--- src/rtl/ps2_key_receiver.sv ---
// rtl/ps2_key_receiver.sv - PS/2 keyboard frame receiver emitting one validated scan code per key
//
// Purpose:
//   Synchronizes and glitch-filters the raw PS/2 clock/data pair, deframes
//   start/8 data/odd parity/stop frames and presents each accepted byte as a
//   one-cycle key_ready pulse with key_code (held until the next pulse).
//   Parity, stop-bit and inter-bit timeout errors give a one-cycle frame_error.
//
// Optional feature macro: KEY_BREAK_FILTER_EN
//   defined   : E0 / F0 prefix bytes are absorbed; a byte following F0 is
//               suppressed; key_extended reports an E0 prefix.
//   undefined : every valid byte pulses key_ready; key_extended is tied 0.
//
// Parameters:
//   FILTER_LEN      consecutive synchronized samples needed to accept a ps2_clk level
//   TIMEOUT_CYCLES  clk cycles without a falling edge inside a frame before abort
//
// Ports:
//   clk           in   system clock, posedge
//   rst           in   asynchronous active-high reset
//   ps2_clk       in   raw PS/2 clock (asynchronous)
//   ps2_data      in   raw PS/2 data (asynchronous)
//   key_ready     out  one-cycle pulse, key_code/key_extended valid
//   key_code      out  8-bit scan code, held until the next key_ready
//   key_extended  out  code was E0-prefixed
//   frame_error   out  one-cycle pulse on parity, stop or timeout error

module ps2_key_receiver #(
    parameter int FILTER_LEN     = 4,
    parameter int TIMEOUT_CYCLES = 200000
) (
    input  logic       clk,
    input  logic       rst,
    input  logic       ps2_clk,
    input  logic       ps2_data,
    output logic       key_ready,
    output logic [7:0] key_code,
    output logic       key_extended,
    output logic       frame_error
);

    localparam int FW = $clog2(FILTER_LEN + 1);
    localparam int TW = $clog2(TIMEOUT_CYCLES + 1);

    typedef enum logic [2:0] {
        S_IDLE   = 3'd0,
        S_DATA   = 3'd1,
        S_PARITY = 3'd2,
        S_STOP   = 3'd3,
        S_DONE   = 3'd4
    } state_t;

    // ------------------------------------------------------------------
    // Input synchronizers (reset to the idle-high line level so that reset
    // release never manufactures a falling edge)
    // ------------------------------------------------------------------
    logic r_clk_s1;
    logic r_clk_s2;
    logic r_dat_s1;
    logic r_dat_s2;

    always_ff @(posedge clk or posedge rst) begin
        if (rst) begin
            r_clk_s1 <= 1'b1;
            r_clk_s2 <= 1'b1;
            r_dat_s1 <= 1'b1;
            r_dat_s2 <= 1'b1;
        end else begin
            r_clk_s1 <= ps2_clk;
            r_clk_s2 <= r_clk_s1;
            r_dat_s1 <= ps2_data;
            r_dat_s2 <= r_dat_s1;
        end
    end

    // ------------------------------------------------------------------
    // Glitch filter: the filtered level follows the synchronized clock only
    // after FILTER_LEN consecutive samples disagree with the current level.
    // ------------------------------------------------------------------
    logic          r_filt_clk;
    logic          r_filt_prev;
    logic [FW-1:0] r_filt_cnt;
    logic          w_fall;

    always_ff @(posedge clk or posedge rst) begin
        if (rst) begin
            r_filt_clk  <= 1'b1;
            r_filt_prev <= 1'b1;
            r_filt_cnt  <= '0;
        end else begin
            r_filt_prev <= r_filt_clk;
            if (r_clk_s2 == r_filt_clk) begin
                r_filt_cnt <= '0;
            end else if (r_filt_cnt == FW'(FILTER_LEN - 1)) begin
                r_filt_clk <= r_clk_s2;
                r_filt_cnt <= '0;
            end else begin
                r_filt_cnt <= r_filt_cnt + 1'b1;
            end
        end
    end

    assign w_fall = r_filt_prev & ~r_filt_clk;

    // ------------------------------------------------------------------
    // Frame FSM
    // ------------------------------------------------------------------
    state_t        r_state;
    state_t        w_state_next;
    logic [7:0]    r_shift;
    logic [2:0]    r_bit_cnt;
    logic          r_parity;
    logic [TW-1:0] r_tmo_cnt;
    logic          w_tmo_hit;
    logic          w_in_frame;
    logic          w_frame_ok;
    logic          w_err;
    logic          w_byte_ok;
    logic          w_emit;

    assign w_tmo_hit  = (r_tmo_cnt == TW'(TIMEOUT_CYCLES - 1));
    assign w_in_frame = (r_state == S_DATA) || (r_state == S_PARITY) || (r_state == S_STOP);
    // Evaluated on the stop-bit fall: stop must be 1 and data+parity odd.
    assign w_frame_ok = r_dat_s2 & (^{r_shift, r_parity});

    // State register
    always_ff @(posedge clk or posedge rst) begin
        if (rst) begin
            r_state <= S_IDLE;
        end else begin
            r_state <= w_state_next;
        end
    end

    // Next-state logic; a fall always wins over a coincident timeout
    always_comb begin
        w_state_next = r_state;
        case (r_state)
            S_IDLE: begin
                if (w_fall && !r_dat_s2) begin
                    w_state_next = S_DATA;
                end
            end
            S_DATA: begin
                if (w_fall) begin
                    if (r_bit_cnt == 3'd7) begin
                        w_state_next = S_PARITY;
                    end
                end else if (w_tmo_hit) begin
                    w_state_next = S_IDLE;
                end
            end
            S_PARITY: begin
                if (w_fall) begin
                    w_state_next = S_STOP;
                end else if (w_tmo_hit) begin
                    w_state_next = S_IDLE;
                end
            end
            S_STOP: begin
                if (w_fall) begin
                    w_state_next = w_frame_ok ? S_DONE : S_IDLE;
                end else if (w_tmo_hit) begin
                    w_state_next = S_IDLE;
                end
            end
            S_DONE: begin
                w_state_next = S_IDLE;
            end
            default: begin
                w_state_next = S_IDLE;
            end
        endcase
    end

`ifdef KEY_BREAK_FILTER_EN
    logic r_ext_pending;
    logic r_brk_pending;
    logic w_is_e0;
    logic w_is_f0;
    logic w_set_ext;
    logic w_set_brk;
    logic w_clr_flags;

    assign w_is_e0 = (r_shift == 8'hE0);
    assign w_is_f0 = (r_shift == 8'hF0);
`endif

    // Output/control decode. The emit decision is taken on the stop-bit fall
    // so the pulse lands in the DONE cycle; the prefix flags it depends on do
    // not change until DONE updates them.
    always_comb begin
        w_err     = 1'b0;
        w_byte_ok = 1'b0;
        if ((r_state == S_STOP) && w_fall) begin
            w_byte_ok = w_frame_ok;
            w_err     = ~w_frame_ok;
        end else if (w_in_frame && !w_fall && w_tmo_hit) begin
            w_err = 1'b1;
        end
`ifdef KEY_BREAK_FILTER_EN
        w_emit      = w_byte_ok && !w_is_e0 && !w_is_f0 && !r_brk_pending;
        w_set_ext   = (r_state == S_DONE) && w_is_e0;
        w_set_brk   = (r_state == S_DONE) && w_is_f0;
        w_clr_flags = w_err || ((r_state == S_DONE) && !w_is_e0 && !w_is_f0);
`else
        w_emit = w_byte_ok;
`endif
    end

    // Shift register, bit counter and parity capture
    always_ff @(posedge clk or posedge rst) begin
        if (rst) begin
            r_shift   <= 8'h00;
            r_bit_cnt <= 3'd0;
            r_parity  <= 1'b0;
        end else begin
            if (r_state == S_IDLE) begin
                r_bit_cnt <= 3'd0;
            end else if ((r_state == S_DATA) && w_fall) begin
                r_shift   <= {r_dat_s2, r_shift[7:1]};
                r_bit_cnt <= r_bit_cnt + 3'd1;
            end
            if ((r_state == S_PARITY) && w_fall) begin
                r_parity <= r_dat_s2;
            end
        end
    end

    // Inter-bit timeout counter, held at 0 outside a frame
    always_ff @(posedge clk or posedge rst) begin
        if (rst) begin
            r_tmo_cnt <= '0;
        end else if (!w_in_frame || w_fall) begin
            r_tmo_cnt <= '0;
        end else begin
            r_tmo_cnt <= r_tmo_cnt + 1'b1;
        end
    end

    // Registered outputs
    logic       r_key_ready;
    logic [7:0] r_key_code;
    logic       r_frame_error;

    always_ff @(posedge clk or posedge rst) begin
        if (rst) begin
            r_key_ready   <= 1'b0;
            r_key_code    <= 8'h00;
            r_frame_error <= 1'b0;
        end else begin
            r_key_ready   <= w_emit;
            r_frame_error <= w_err;
            if (w_emit) begin
                r_key_code <= r_shift;
            end
        end
    end

    assign key_ready   = r_key_ready;
    assign key_code    = r_key_code;
    assign frame_error = r_frame_error;

`ifdef KEY_BREAK_FILTER_EN
    logic r_key_ext;

    always_ff @(posedge clk or posedge rst) begin
        if (rst) begin
            r_ext_pending <= 1'b0;
            r_brk_pending <= 1'b0;
            r_key_ext     <= 1'b0;
        end else begin
            if (w_clr_flags) begin
                r_ext_pending <= 1'b0;
                r_brk_pending <= 1'b0;
            end else begin
                if (w_set_ext) begin
                    r_ext_pending <= 1'b1;
                end
                if (w_set_brk) begin
                    r_brk_pending <= 1'b1;
                end
            end
            if (w_emit) begin
                r_key_ext <= r_ext_pending;
            end
        end
    end

    assign key_extended = r_key_ext;
`else
    assign key_extended = 1'b0;
`endif

endmodule

--- config.mk ---
export PLATFORM = sky130hd
export DESIGN_NAME = ps2_key_receiver
export DESIGN_NICKNAME = d
export VERILOG_FILES = /design/src/rtl/ps2_key_receiver.sv
export SDC_FILE = /design/constraint.sdc
export NUM_CORES = 1
export LEC_CHECK = 0
export BUFFER_PORTS_ARGS = -buffer_cell sky130_fd_sc_hd__buf_4
export CELL_PAD_IN_SITES_DETAIL_PLACEMENT = 2
export CELL_PAD_IN_SITES_GLOBAL_PLACEMENT = 2
export CORE_ASPECT_RATIO = 0.8
export CORE_MARGIN = 5
export CORE_UTILIZATION = 29
export CTS_CLUSTER_SIZE = 40
export DETAILED_ROUTE_END_ITERATION = 7
export PLACE_DENSITY = 0.71
export RECOVER_POWER = 25
export SLEW_MARGIN = 5
export SYNTH_ARGS = -nofsm -noshare
export SYNTH_HDL_FRONTEND = slang
export SYNTH_SLANG_ARGS = --single-unit
--- constraint.sdc ---
create_clock -name clk -period 2.9 [get_ports clk]
set_clock_uncertainty 0.05 [all_clocks]
set_input_delay 0.58 -clock clk [delete_from_list [all_inputs] [get_ports clk]]
set_output_delay 0.58 -clock clk [all_outputs]
set_load 0.005 [all_outputs]
==> impl_metrics.csv <==
group,metric,value,unit
run_status,status,"completed",
cts,cts.sinks,52,
die,dieArea,10110,sq um
cts,max-clock-path-buffers,2,
pwr,internal_power,0.001782,W
grt,grt_pass1_vias,1786,
layout,mostFrequentLayoutCells,"dfrtp_1, mux2_2, nor2_1, buf_4",
routing,num_vias,1578,
routing,ant_nets,0,
pwr,p_clk_frac,0.261,
pwr,p_leak,1.221,nW
timing,worst_pin_slew,0.9464,ns
cts,clock_latency,0.31,ns
yosys,synth_warnings,0,
pwr,power_density,947.3,nW/um^2
cts,hold_buffers,0,
grt,antenna_found_initial,0,
worst_hold_path,worstHoldPathType,"flip-flop to flip-flop",
grt,grt_pass1_wl,8.970,mm
yosys,syn_area,2376,sq um
die,pin_count,15,
timing,setup_ws,0.5202,ns
routing,wl_per_cell,16.11,um
timing,clock.fmax,420.2,MHz
layout,layout-drive-gt1-share,0.2336,
cts,cts_tree,"built",
place,routabilityCongestion,0.7069,
yosys,synth_top_area_frac,0.4845,
cts,root_buffer,"clkbuf_8",
job,max-cap-violations,0,
timing,final.period_utilization,0.8206,
timing,finalHoldViolCount,0,
setup_path,cp.required,3.05,ns
grt,grt_max_degree,25,
setup_path,arrival,2.53,ns
routing,detail_route.first_pass.iterations,3,
cts,post_cts_resized,0,
place,place_ws,0.5449,ns
place,dp.final_hpwl,3.591,mm
pwr,seqPwrFrac,0.404,
yosys,synth.distinct_cells,45,
pwr,swShare,0.3166,
cts,cts_max_level,2,
yosys,yosys.area.top_type,"dfrtp_1",
yosys,yosysSeqAreaShare,0.5508,
die,dieWidth,111.2,um
yosys,synth_enable_flop_cells,0,
routing,routed_wirelength,5.188,mm
setup_path,crit_fanout,2,
routing,drc,0,
routing,vias_per_cell,4.901,
setup_path,start_kind,"flip-flop",
yosys,ys_ff_latch,52,
timing,rsz0062_at_grt,"no",
setup_path,critical_path_class,"flip-flop to flip-flop",
grt,grt_use_total,0.1087,
die,chipHeight,90.96,um
pwr,max-vdd-ir-drop,0.4421,mV
yosys,synthCells,197,
layout,nets,221,
pwr,p_total,0.002608,W
die,initial_core_util,0.2990,
grt,grt_overflow,0,
layout,area_growth,15.85,%
cts,clkTransAtPathRegs,0.09,ns
layout,insertedDiodeCount,0,
pwr,switchingPower,0.0008255,W
yosys,synth.area.top_cells,"dfrtp_1, mux2_2, dfstp_2",
yosys,async_reset_ff_frac,1.000,
timing,fin_tns_setup,0,ns
pwr,comb_power_share,0.335,
layout,final_common_cell,"dfrtp_1",
cts,postCtsSetupBuffers,0,
yosys,ys.flop_type,"dfrtp_1",
timing,slew_viol_final,0,
die,coreArea,7946,sq um
place,io_buffers,13,
routing,drt_iter0_drc,32,
setup_path,endpoint_kind,"flip-flop",
die,row_count,29,
timing,maxSlewHeadroom,0.3684,
yosys,synthesis.nets,205,
timing,setup_viol_count_final,0,
cts,cts_buffers,5,
yosys,avgSynthCellArea,12.06,sq um
timing,fin_crit,2.380,ns
final timing paths:
kind / to / depth (start not counted) / slack, ns / start
setup / recovery: r_state[0]$_DFFE_PP0P_ / 6 / 0.52 / r_bit_cnt[0]$_DFFE_PP0P_
hold / removal: r_dat_s2$_DFF_PP1_ / 0 / 0.31 / r_dat_s1$_DFF_PP1_
setup reg to reg: r_state[0]$_DFFE_PP0P_ / 6 / 0.52 / r_bit_cnt[0]$_DFFE_PP0P_
hold reg to reg: r_dat_s2$_DFF_PP1_ / 0 / 0.31 / r_dat_s1$_DFF_PP1_
max in group asynchronous: r_state[2]$_DFFE_PP0P_ / 3 / 1.25 / rst
min in group asynchronous: r_shift[5]$_DFFE_PP0P_ / 2 / 0.43 / rst
final cells by class:
class / instances / area, sq um
clock inverters: 3 / 90.09
well taps: 108 / 135.1
multi-input cells: 133 / 1018
flip-flops and latches: 52 / 1309
inverters: 6 / 22.52
clock buffers: 5 / 68.82
fillers: 831 / 5194
repair buffers: 15 / 108.9
cell usage after synthesis, types with 3 or more instances:
master    instances
dfrtp_1          46
nand4_1           7
clkbuf_1          5
xor2_1            8
nand3_1           5
nor2_1           17
and2_1            3
nand2b_1          3
dfstp_2           6
a21oi_1           8
ha_1              4
o21ai_0           4
mux2_2           18
nor2b_1           3
or4_1             5
inv_1             6
xnor2_1           7
nand2_1           5
o31ai_1           4
flip-flops by register name (all words and copies together) (netlist names), 3 cells and up:
register	count
r_tmo_cnt	18
key_code	8
r_shift	8
r_bit_cnt	3
r_filt_cnt	3
r_state	3
per-layer routing:
metal,up-vias,track usage,wire [um]
li1,737,-,-
met1,823,0.1502,2662
met2,13,0.1712,2346
met4,0,0.03040,45
met3,5,0.02658,133
met5,-,0,0
critical path, stage by stage, from the launching register on:
cell and delay (ns):
dfrtp_1 0.41, ha_1 0.20, ha_1 0.17, or3b_2 0.45
a221oi_1 0.41, mux2_2 0.38, a31o_2 0.21
power by group through the flow:
stage	Sequential, W	Clock (W)	Combinational (W)
6_report	0.00105	0.000681	0.000872
2_1_floorplan	0.00101	0	0.000700
3_5_place_dp	0.00107	0	0.000895
3_3_place_gp	0.00106	0	0.000867
4_1_cts	0.00106	0.000700	0.000900
5_1_grt	0.00108	0.000733	0.000974
cells by family after synthesis:
| family | Yosys count | share of synthesized area |
|---|---|---|
| xor+xnor | 17 | 0.07425 |
| simple gates | 65 | 0.1580 |
| flops | 52 | 0.5508 |
| mux | 21 | 0.1032 |
| fa+ha+maj | 4 | 0.02106 |
| buf+inv | 12 | 0.02054 |
| compound gates | 25 | 0.07057 |
| other cells | 1 | 0.001578 |
stage by stage:
stage          cells  utilization  hold slack (ns)  area [sq um]
2_1_floorplan    197            -           0.2952          2376
3_3_place_gp     314       0.3269           0.2968          2597
3_5_place_dp     314       0.3269           0.2999          2597
4_1_cts          322       0.3469           0.2667          2756
5_1_grt          322       0.3464           0.3035          2753
6_report         322       0.3464           0.3144          2753
No activity file was read; power rests on OpenSTA's default activity.
